**src/rtl/mem_port_arbiter_if.sv**
```systemverilog
// rtl/mem_port_arbiter_if.sv - IFU/LSU request ports and memory bus of the shared memory port arbiter.
interface mem_port_arbiter_if #(
  parameter int ADDR_WIDTH = 8,
  parameter int DATA_WIDTH = 32
);
  logic                      if_req;
  logic [ADDR_WIDTH-1:0]     if_addr;
  logic                      if_gnt;
  logic                      if_rvalid;
  logic [DATA_WIDTH-1:0]     if_rdata;

  logic                      ls_req;
  logic                      ls_we;
  logic [DATA_WIDTH/8-1:0]   ls_be;
  logic [ADDR_WIDTH-1:0]     ls_addr;
  logic [DATA_WIDTH-1:0]     ls_wdata;
  logic                      ls_gnt;
  logic                      ls_rvalid;
  logic [DATA_WIDTH-1:0]     ls_rdata;

  logic                      mem_en;
  logic                      mem_we;
  logic [DATA_WIDTH/8-1:0]   mem_be;
  logic [ADDR_WIDTH-1:0]     mem_addr;
  logic [DATA_WIDTH-1:0]     mem_wdata;
  logic [DATA_WIDTH-1:0]     mem_rdata;

  logic                      busy;

  modport slave (
    input  if_req, if_addr, ls_req, ls_we, ls_be, ls_addr, ls_wdata, mem_rdata,
    output if_gnt, if_rvalid, if_rdata, ls_gnt, ls_rvalid, ls_rdata,
    output mem_en, mem_we, mem_be, mem_addr, mem_wdata, busy
  );

  modport master (
    output if_req, if_addr, ls_req, ls_we, ls_be, ls_addr, ls_wdata, mem_rdata,
    input  if_gnt, if_rvalid, if_rdata, ls_gnt, ls_rvalid, ls_rdata,
    input  mem_en, mem_we, mem_be, mem_addr, mem_wdata, busy
  );
endinterface

```
**src/rtl/mem_port_arbiter.sv**
```systemverilog
// rtl/mem_port_arbiter.sv - single-port memory arbiter between IFU and LSU with fixed-latency response tracking.
// Optional ARB_ROUND_ROBIN_EN alternates the winner on conflicts instead of fixed LSU priority.
module mem_port_arbiter #(
  parameter int ADDR_WIDTH  = 8,
  parameter int DATA_WIDTH  = 32,
  parameter int MEM_LATENCY = 1
) (
  input  logic              clk,
  input  logic              rst,
  mem_port_arbiter_if.slave bus
);
  localparam int         BE_WIDTH = DATA_WIDTH / 8;
  localparam logic [2:0] LAT      = 3'(MEM_LATENCY);

  typedef enum logic {IDLE, BUSY} state_t;
  typedef enum logic {OWN_IF, OWN_LS} owner_t;

  state_t                state, state_next;
  owner_t                owner, owner_next;
  logic                  owner_we, owner_we_next;
  logic [2:0]            lat_cnt, lat_cnt_next;

  logic                  resp, free, ls_pick, if_gnt, ls_gnt, gnt;
  logic                  we_mux;
  logic [ADDR_WIDTH-1:0] addr_mux;
  logic [BE_WIDTH-1:0]   be_mux;
  logic [DATA_WIDTH-1:0] wdata_mux;

`ifdef ARB_ROUND_ROBIN_EN
  owner_t last_gnt, last_gnt_next;
  // On a conflict the requester that did not win last time takes the slot.
  assign ls_pick = bus.ls_req & (~bus.if_req | (last_gnt == OWN_IF));
`else
  assign ls_pick = bus.ls_req;
`endif

  always_ff @(posedge clk) begin
    if (!rst) begin
      state    <= IDLE;
      lat_cnt  <= 3'd0;
      owner    <= OWN_IF;
      owner_we <= 1'b0;
`ifdef ARB_ROUND_ROBIN_EN
      last_gnt <= OWN_IF;
`endif
    end else begin
      state    <= state_next;
      lat_cnt  <= lat_cnt_next;
      owner    <= owner_next;
      owner_we <= owner_we_next;
`ifdef ARB_ROUND_ROBIN_EN
      last_gnt <= last_gnt_next;
`endif
    end
  end

  always_comb begin
    state_next    = state;
    lat_cnt_next  = lat_cnt;
    owner_next    = owner;
    owner_we_next = owner_we;
`ifdef ARB_ROUND_ROBIN_EN
    last_gnt_next = last_gnt;
`endif
    we_mux        = 1'b0;
    addr_mux      = '0;
    be_mux        = '0;
    wdata_mux     = '0;

    resp   = (state == BUSY) && (lat_cnt == LAT);
    free   = (state == IDLE) || resp;
    ls_gnt = rst & free & ls_pick;
    if_gnt = rst & free & bus.if_req & ~ls_pick;
    gnt    = ls_gnt | if_gnt;

    if (ls_gnt) begin
      we_mux    = bus.ls_we;
      addr_mux  = bus.ls_addr;
      be_mux    = bus.ls_be;
      wdata_mux = bus.ls_wdata;
    end else if (if_gnt) begin
      addr_mux  = bus.if_addr;
      be_mux    = {BE_WIDTH{1'b1}};
    end

    case (state)
      IDLE: begin
        if (gnt) begin
          state_next   = BUSY;
          lat_cnt_next = 3'd1;
        end
      end
      BUSY: begin
        // The response cycle doubles as a free slot so accesses can run back-to-back.
        if (!resp) begin
          lat_cnt_next = lat_cnt + 3'd1;
        end else if (gnt) begin
          lat_cnt_next = 3'd1;
        end else begin
          state_next   = IDLE;
          lat_cnt_next = 3'd0;
        end
      end
      default: begin
        state_next   = IDLE;
        lat_cnt_next = 3'd0;
      end
    endcase

    if (gnt) begin
      owner_next    = ls_gnt ? OWN_LS : OWN_IF;
      owner_we_next = ls_gnt & bus.ls_we;
`ifdef ARB_ROUND_ROBIN_EN
      last_gnt_next = ls_gnt ? OWN_LS : OWN_IF;
`endif
    end
  end

  assign bus.if_gnt    = if_gnt;
  assign bus.ls_gnt    = ls_gnt;
  assign bus.mem_en    = gnt;
  assign bus.mem_we    = we_mux;
  assign bus.mem_be    = be_mux;
  assign bus.mem_addr  = addr_mux;
  assign bus.mem_wdata = wdata_mux;
  assign bus.busy      = (state == BUSY);

  assign bus.if_rvalid = rst & resp & (owner == OWN_IF);
  assign bus.ls_rvalid = rst & resp & (owner == OWN_LS);
  assign bus.if_rdata  = bus.if_rvalid ? bus.mem_rdata : '0;
  // Store acknowledgements carry no data.
  assign bus.ls_rdata  = (bus.ls_rvalid && !owner_we) ? bus.mem_rdata : '0;
endmodule

```
**src/flat_wrapper.sv**
```systemverilog
// flat-port wrapper written by rule: the top's interface ports become plain ports
module mem_port_arbiter_flat 
#(
  parameter int ADDR_WIDTH  = 8,
  parameter int DATA_WIDTH  = 32,
  parameter int MEM_LATENCY = 1
)
  (clk, rst, bus_if_req, bus_if_addr, bus_ls_req, bus_ls_we, bus_ls_be, bus_ls_addr, bus_ls_wdata, bus_mem_rdata, bus_if_gnt, bus_if_rvalid, bus_if_rdata, bus_ls_gnt, bus_ls_rvalid, bus_ls_rdata, bus_mem_en, bus_mem_we, bus_mem_be, bus_mem_addr, bus_mem_wdata, bus_busy);
  mem_port_arbiter_if #(.ADDR_WIDTH(ADDR_WIDTH), .DATA_WIDTH(DATA_WIDTH)) bus_i ();
  input  logic clk;
  input  logic rst;
  input wire logic [$bits(bus_i.if_req)-1:0] bus_if_req;
  input wire logic [$bits(bus_i.if_addr)-1:0] bus_if_addr;
  input wire logic [$bits(bus_i.ls_req)-1:0] bus_ls_req;
  input wire logic [$bits(bus_i.ls_we)-1:0] bus_ls_we;
  input wire logic [$bits(bus_i.ls_be)-1:0] bus_ls_be;
  input wire logic [$bits(bus_i.ls_addr)-1:0] bus_ls_addr;
  input wire logic [$bits(bus_i.ls_wdata)-1:0] bus_ls_wdata;
  input wire logic [$bits(bus_i.mem_rdata)-1:0] bus_mem_rdata;
  output wire logic [$bits(bus_i.if_gnt)-1:0] bus_if_gnt;
  output wire logic [$bits(bus_i.if_rvalid)-1:0] bus_if_rvalid;
  output wire logic [$bits(bus_i.if_rdata)-1:0] bus_if_rdata;
  output wire logic [$bits(bus_i.ls_gnt)-1:0] bus_ls_gnt;
  output wire logic [$bits(bus_i.ls_rvalid)-1:0] bus_ls_rvalid;
  output wire logic [$bits(bus_i.ls_rdata)-1:0] bus_ls_rdata;
  output wire logic [$bits(bus_i.mem_en)-1:0] bus_mem_en;
  output wire logic [$bits(bus_i.mem_we)-1:0] bus_mem_we;
  output wire logic [$bits(bus_i.mem_be)-1:0] bus_mem_be;
  output wire logic [$bits(bus_i.mem_addr)-1:0] bus_mem_addr;
  output wire logic [$bits(bus_i.mem_wdata)-1:0] bus_mem_wdata;
  output wire logic [$bits(bus_i.busy)-1:0] bus_busy;
  assign bus_i.if_req = bus_if_req;
  assign bus_i.if_addr = bus_if_addr;
  assign bus_i.ls_req = bus_ls_req;
  assign bus_i.ls_we = bus_ls_we;
  assign bus_i.ls_be = bus_ls_be;
  assign bus_i.ls_addr = bus_ls_addr;
  assign bus_i.ls_wdata = bus_ls_wdata;
  assign bus_i.mem_rdata = bus_mem_rdata;
  assign bus_if_gnt = bus_i.if_gnt;
  assign bus_if_rvalid = bus_i.if_rvalid;
  assign bus_if_rdata = bus_i.if_rdata;
  assign bus_ls_gnt = bus_i.ls_gnt;
  assign bus_ls_rvalid = bus_i.ls_rvalid;
  assign bus_ls_rdata = bus_i.ls_rdata;
  assign bus_mem_en = bus_i.mem_en;
  assign bus_mem_we = bus_i.mem_we;
  assign bus_mem_be = bus_i.mem_be;
  assign bus_mem_addr = bus_i.mem_addr;
  assign bus_mem_wdata = bus_i.mem_wdata;
  assign bus_busy = bus_i.busy;
  mem_port_arbiter #(.ADDR_WIDTH(ADDR_WIDTH), .DATA_WIDTH(DATA_WIDTH), .MEM_LATENCY(MEM_LATENCY)) u_core (.clk(clk), .rst(rst), .bus(bus_i));
endmodule
```
**config.mk**
```make
export PLATFORM = sky130hd
export DESIGN_NAME = mem_port_arbiter_flat
export DESIGN_NICKNAME = d
export VERILOG_FILES = /design/src/rtl/mem_port_arbiter_if.sv /design/src/rtl/mem_port_arbiter.sv /design/src/flat_wrapper.sv
export SDC_FILE = /design/constraint.sdc
export NUM_CORES = 1
export LEC_CHECK = 0
export ABC_AREA = 1
export CAP_MARGIN = 30
export CELL_PAD_IN_SITES_DETAIL_PLACEMENT = 1
export CELL_PAD_IN_SITES_GLOBAL_PLACEMENT = 1
export CORE_MARGIN = 3
export CORE_UTILIZATION = 11
export DETAILED_ROUTE_END_ITERATION = 12
export PLACE_DENSITY_LB_ADDON = 0.3
export SLEW_MARGIN = 15
export SYNTH_ARGS = -nofsm -noshare
export SYNTH_HDL_FRONTEND = slang
export SYNTH_SLANG_ARGS = --single-unit
```
**constraint.sdc**
```tcl
create_clock -name clk -period 2.3 [get_ports clk]
set_clock_uncertainty 0.15 [all_clocks]
set_input_delay 0.46 -clock clk [delete_from_list [all_inputs] [get_ports clk]]
set_output_delay 0.46 -clock clk [all_outputs]
set_load 0.02 [all_outputs]
```
After elaboration in Yosys (flattened, before gate mapping)
Index checks and enable logic that the tools add are counted.
Operators by class
  $add $sub $neg: 1
  equality and inequality tests: 2
  muxes and demuxes: 16
  bitwise logic cells: 12
  reduce and logical (&&, ||, !) cells: 4
Operator list (number)
  32-bit two-way mux: 3
  8-bit two-way mux: 2
  1-bit AND: 8
  4-bit two-way mux: 2
  3-bit two-way mux: 2
  3-bit case mux with 2 select lines: 1
  1-bit two-way mux: 5
  3-bit by 1-bit adder with 3-bit output (second input constant): 1
  3-bit by 1-bit == test with 1-bit output (second input constant): 1
  1-bit inverter: 3
  1-bit logical AND: 2
  2-bit inequality test (second input constant): 1
  1-bit case mux with 2 select lines: 1
  1-bit zero test: 1
  1-bit logical OR: 1
  1-bit OR: 1
Word-level totals
  register bits: 6
  bits of input ports: 89
  output and inout port bits: 115
  logic and storage cells: 39

Logic depth before layout (Yosys ltp)
  depth in word-level cells: 10
  depth in mapped cells: 10
  mapped depth without buffers: 10

Worst setup path after synthesis
No wires, ideal clock.
  path kind: register to output
  start point: reg u_core.state (netlist: u_core.bus.busy)
  end point: out bus_ls_rdata[10]
  arrival time: 1.545 ns
  required time: 1.690 ns
  path slack: 0.145 ns
  stages on the path, launching flop included: 6
  buffers on the path: 1
  path through: dfxtp_1 -> inv_2 -> nor4_4 -> nand2_2 -> buf_6 -> nor2_2
Between the ends
  cells in the longest elaborated chain, start to end: 5
Ends and longest elaborated chain
  start: declaration: RTL line mem_port_arbiter.sv:18  | state_t state, state_next;
  start signal: assignment: RTL line mem_port_arbiter.sv:47  | state <= state_next;
  1-bit logical AND: RTL line mem_port_arbiter.sv:70  | resp = (state == BUSY) && (lat_cnt == LAT);
  1-bit AND (2 in a row): RTL line mem_port_arbiter.sv:129  | assign bus.ls_rvalid = rst & resp & (owner == OWN_LS);
  via bus_ls_rvalid: RTL line flat_wrapper.sv:24  | output wire logic [$bits(bus_i.ls_rvalid)-1:0] bus_ls_rvalid;
  1-bit logical AND: RTL line mem_port_arbiter.sv:132  | assign bus.ls_rdata = (bus.ls_rvalid && !owner_we) ? bus.mem_rdata : '0;
  32-bit two-way mux: RTL line mem_port_arbiter.sv:132
  end: declaration: RTL line flat_wrapper.sv:25  | output wire logic [$bits(bus_i.ls_rdata)-1:0] bus_ls_rdata;
The timed path passes the listed nets, and every way through them passes these cells.

Worst setup path in the final report
  start point: reg u_core.lat_cnt[1]
  end point: out bus_ls_rdata[29]
Between the ends
  cells in the longest elaborated chain, start to end: 6
Ends and longest elaborated chain
  start: declaration: RTL line mem_port_arbiter.sv:21  | logic [2:0] lat_cnt, lat_cnt_next;
  start signal: assignment: RTL line mem_port_arbiter.sv:48  | lat_cnt <= lat_cnt_next;
  3-bit by 1-bit == test with 1-bit output: RTL line mem_port_arbiter.sv:70
  1-bit logical AND: RTL line mem_port_arbiter.sv:70
  1-bit AND (2 in a row): RTL line mem_port_arbiter.sv:129
  1-bit logical AND: RTL line mem_port_arbiter.sv:132
  32-bit two-way mux: RTL line mem_port_arbiter.sv:132
Every way passes these cells.

==> qor.yml <==
status: "complete, but fails checks"
violations: "setup timing"
syn-instance-count: 251
hpwl_mm: 6.52
internal_power_uw: 695
routed-wl-met3_um: 614
seqPwrFrac_pct: 11.0
worstPathMaxFanout: 8
cts_max_level: 1
drtPass1Iterations: 3
grt_pass1_vias: 2539
worst_pin_slew_ns: 0.241
grt_pass1_wl_mm: 13.5
start_kind: "register"
worst_ep_required_time_ns: 1.69
synthAdderAreaFrac_pct: 2.00
powerDensity_mw_per_mm2: 247
endpoint_kind: "primary output"
crit_type: "reg -> out"
dr_total_vias: 2358
fin_ws_ns: -0.0356
synth_compound_area_share_pct: 3.21
period_needed_ns: 2.34
core-area_sq_mm: 0.0110
clock_power_share_pct: 26.3
avgViaCountPerCell: 3.77
fin_nets: 579
postCtsHoldBufs: 0
synthesis.area_sq_mm: 0.00125
hold_violations: 0
clkLatencyLatePin_ns: 0.23
ys_seq_elements: 6
synthXorXnorAreaFrac_pct: 0.701
fillCellCount: 1340
drv_slew: 0
slew_headroom_pct: 83.8
timing.fmax_mhz: 428
rows: 38
whs_ns: 0.337
track_usage_pct: 13.1
die_h_um: 113
drc: 0
topRoutingLayerUsed: "met4"
grt_max_degree: 34
synthToLayoutAreaGrowth_pct: 249
setup_viol: 37
wl_met2_mm: 4.81
ant_nets: 0
swShare_pct: 35.5
crit_arrival_ns: 1.73
diodes: 0
period_share_pct: 102
wl_met1_mm: 3.12
dieWidth_um: 113
syn_nets: 342
cts-root-buf: "clkbuf_16"
synth_warnings: 0
avgSynthCellArea_sq_um: 4.97
antenna_found_initial: 0
synth-simple-area-share_pct: 54.1
synth_mux_area_share_pct: 0
synth_top_family_by_area: "simple AND/OR/NAND/NOR gates"
cts_buffer_depth: 2
ys_types: 19
start_util_pct: 11.4
rsz0062_at_grt: "true"
wl_per_cell_um: 13.8
wl_mm: 8.65
cap_violations: 0
fp.dieArea_sq_mm: 0.0127
min_path_type: "reg -> reg"
cts_tree: "done"
io_buffers: 203
p_sw_uw: 382
final_util_pct: 39.7
ys_seq_area_share_pct: 9.62
irDropWorstVdd_mv: 0.183
drive_gt1_share_pct: 50.0
leakage_uw: 0.00219
power.share.combinational_pct: 62.7
numCtsBuffers: 3
clock_sinks: 6
clk_pin_slew_ns: 0.03
num_io_pins: 204
drt_iter0_drc: 47
gp_congestion: 0.814
grt_overflow_total: 0
[repair_timing]
action,in CTS,in global routing
gates cloned,7,0
pin swaps,13,19
hold endpoints to repair,0,0
setup endpoints to repair,114,108
setup buffers,5,5
resized for setup,599,102
[per-layer routing]
metal	GRT usage [%]	vias to the layer above
met5	0	-
met4	2.08	0
met3	2.75	9
met2	26.8	118
met1	13.8	1066
li1	-	1165
[synth_stat cells, drive strengths merged]
| cell | count | share of area (%) |
|---|---|---|
| o31ai | 1 | 0.60 |
| nor4 | 1 | 1.7 |
| or2 | 1 | 0.50 |
| dfxtp | 6 | 9.6 |
| xor2 | 1 | 0.70 |
| nor2 | 99 | 36 |
| ha | 2 | 2.0 |
| nand2 | 41 | 13 |
| o211ai | 1 | 0.60 |
| buf | 10 | 7.2 |
| nand3 | 6 | 2.4 |
| a21oi | 5 | 2.0 |
| inv | 77 | 23 |
[power by group through the flow]
stage | sequential, uW | clock [uW] | combinational (uW)
3_3_place_gp | 118 | 0 | 519
2_1_floorplan | 121 | 0 | 197
3_5_place_dp | 118 | 0 | 528
6_report | 119 | 283 | 675
4_1_cts | 119 | 292 | 645
5_1_grt | 120 | 298 | 726
[cell type report]
type                            instances  area, sq um  area share (%)
Tap cell                              140          175            4.01
Timing Repair inverter                  1         7.51           0.172
Timing Repair Buffer                  241         2460            56.5
Multi-Input combinational cell        158         1220            28.0
Sequential cell                         6          123            2.81
Inverter                               77          297            6.79
Clock buffer                            3         75.1            1.72
[worst max-delay path, cell delays in order, from the launching register on]
cell	delay [ns]
dfxtp_2	0.31
inv_2	0.06
ha_4	0.13
nand2_4	0.05
buf_6	0.11
nor4_4	0.16
nand2_2	0.12
buf_6	0.16
buf_16	0.15
nor2_4	0.10
buf_6	0.12
[registers in the layout, summed over array words and instances, names as in the netlist]
| register | flops |
|---|---|
| u_core.lat_cnt | 3 |
| u_core.bus.busy | 1 |
| u_core.owner | 1 |
| u_core.owner_we | 1 |
[stage by stage]
| stage | cells | power, uW | setup slack [ns] | TNS (ns) | cell area, sq um |
|---|---|---|---|---|---|
| 4_1_cts | 622 | 1060 | -0.180 | -5.49 | 4290 |
| 5_1_grt | 626 | 1140 | -0.118 | -5.78 | 4360 |
| 6_report | 626 | 1080 | -0.0356 | -0.589 | 4360 |
| 3_3_place_gp | 607 | 637 | -0.684 | -64.06 | 3580 |
| 2_1_floorplan | 251 | 318 | 0.145 | 0 | 1250 |
| 3_5_place_dp | 607 | 646 | -0.691 | -64.18 | 3580 |
[layout by cell type (no fill, tap or decap)]
cell	netlist	layout
a21oi_1	5	5
buf_12	0	5
buf_16	0	6
buf_2	3	1
buf_4	1	29
buf_6	6	76
clkbuf_16	0	3
clkbuf_2	0	24
clkdlybuf4s15_1	0	10
clkdlybuf4s50_1	0	87
clkinvlp_4	0	1
dfxtp_1	6	4
dfxtp_2	0	2
dlygate4sd2_1	0	2
dlymetal6s2s_1	0	1
ha_1	2	1
ha_4	0	1
inv_1	73	71
inv_2	4	4
inv_4	0	1
inv_6	0	1
nand2_1	37	20
nand2_2	4	12
nand2_4	0	9
nand3_1	6	6
nor2_1	68	33
nor2_2	30	8
nor2_4	1	58
nor4_4	1	1
o211ai_1	1	1
o31ai_1	1	1
or2_2	1	1
xor2_1	1	1
[final timing paths]
kind	startpoint	end	slack [ns]	cells after the start
max	u_core.lat_cnt[1]	bus_ls_rdata[29]	-0.04	10
min	u_core.owner_we	u_core.owner_we	0.34	2
max reg2reg	u_core.lat_cnt[1]	u_core.owner_we	0.58	12
min reg2reg	u_core.owner_we	u_core.owner_we	0.34	2
[logic make-up after synthesis]
family          Yosys count
simple gates            148
buf+inv                  87
flops                     6
compound gates            7
fa+ha+maj                 2
xor+xnor                  1
Power figures use the tool's default switching activity.
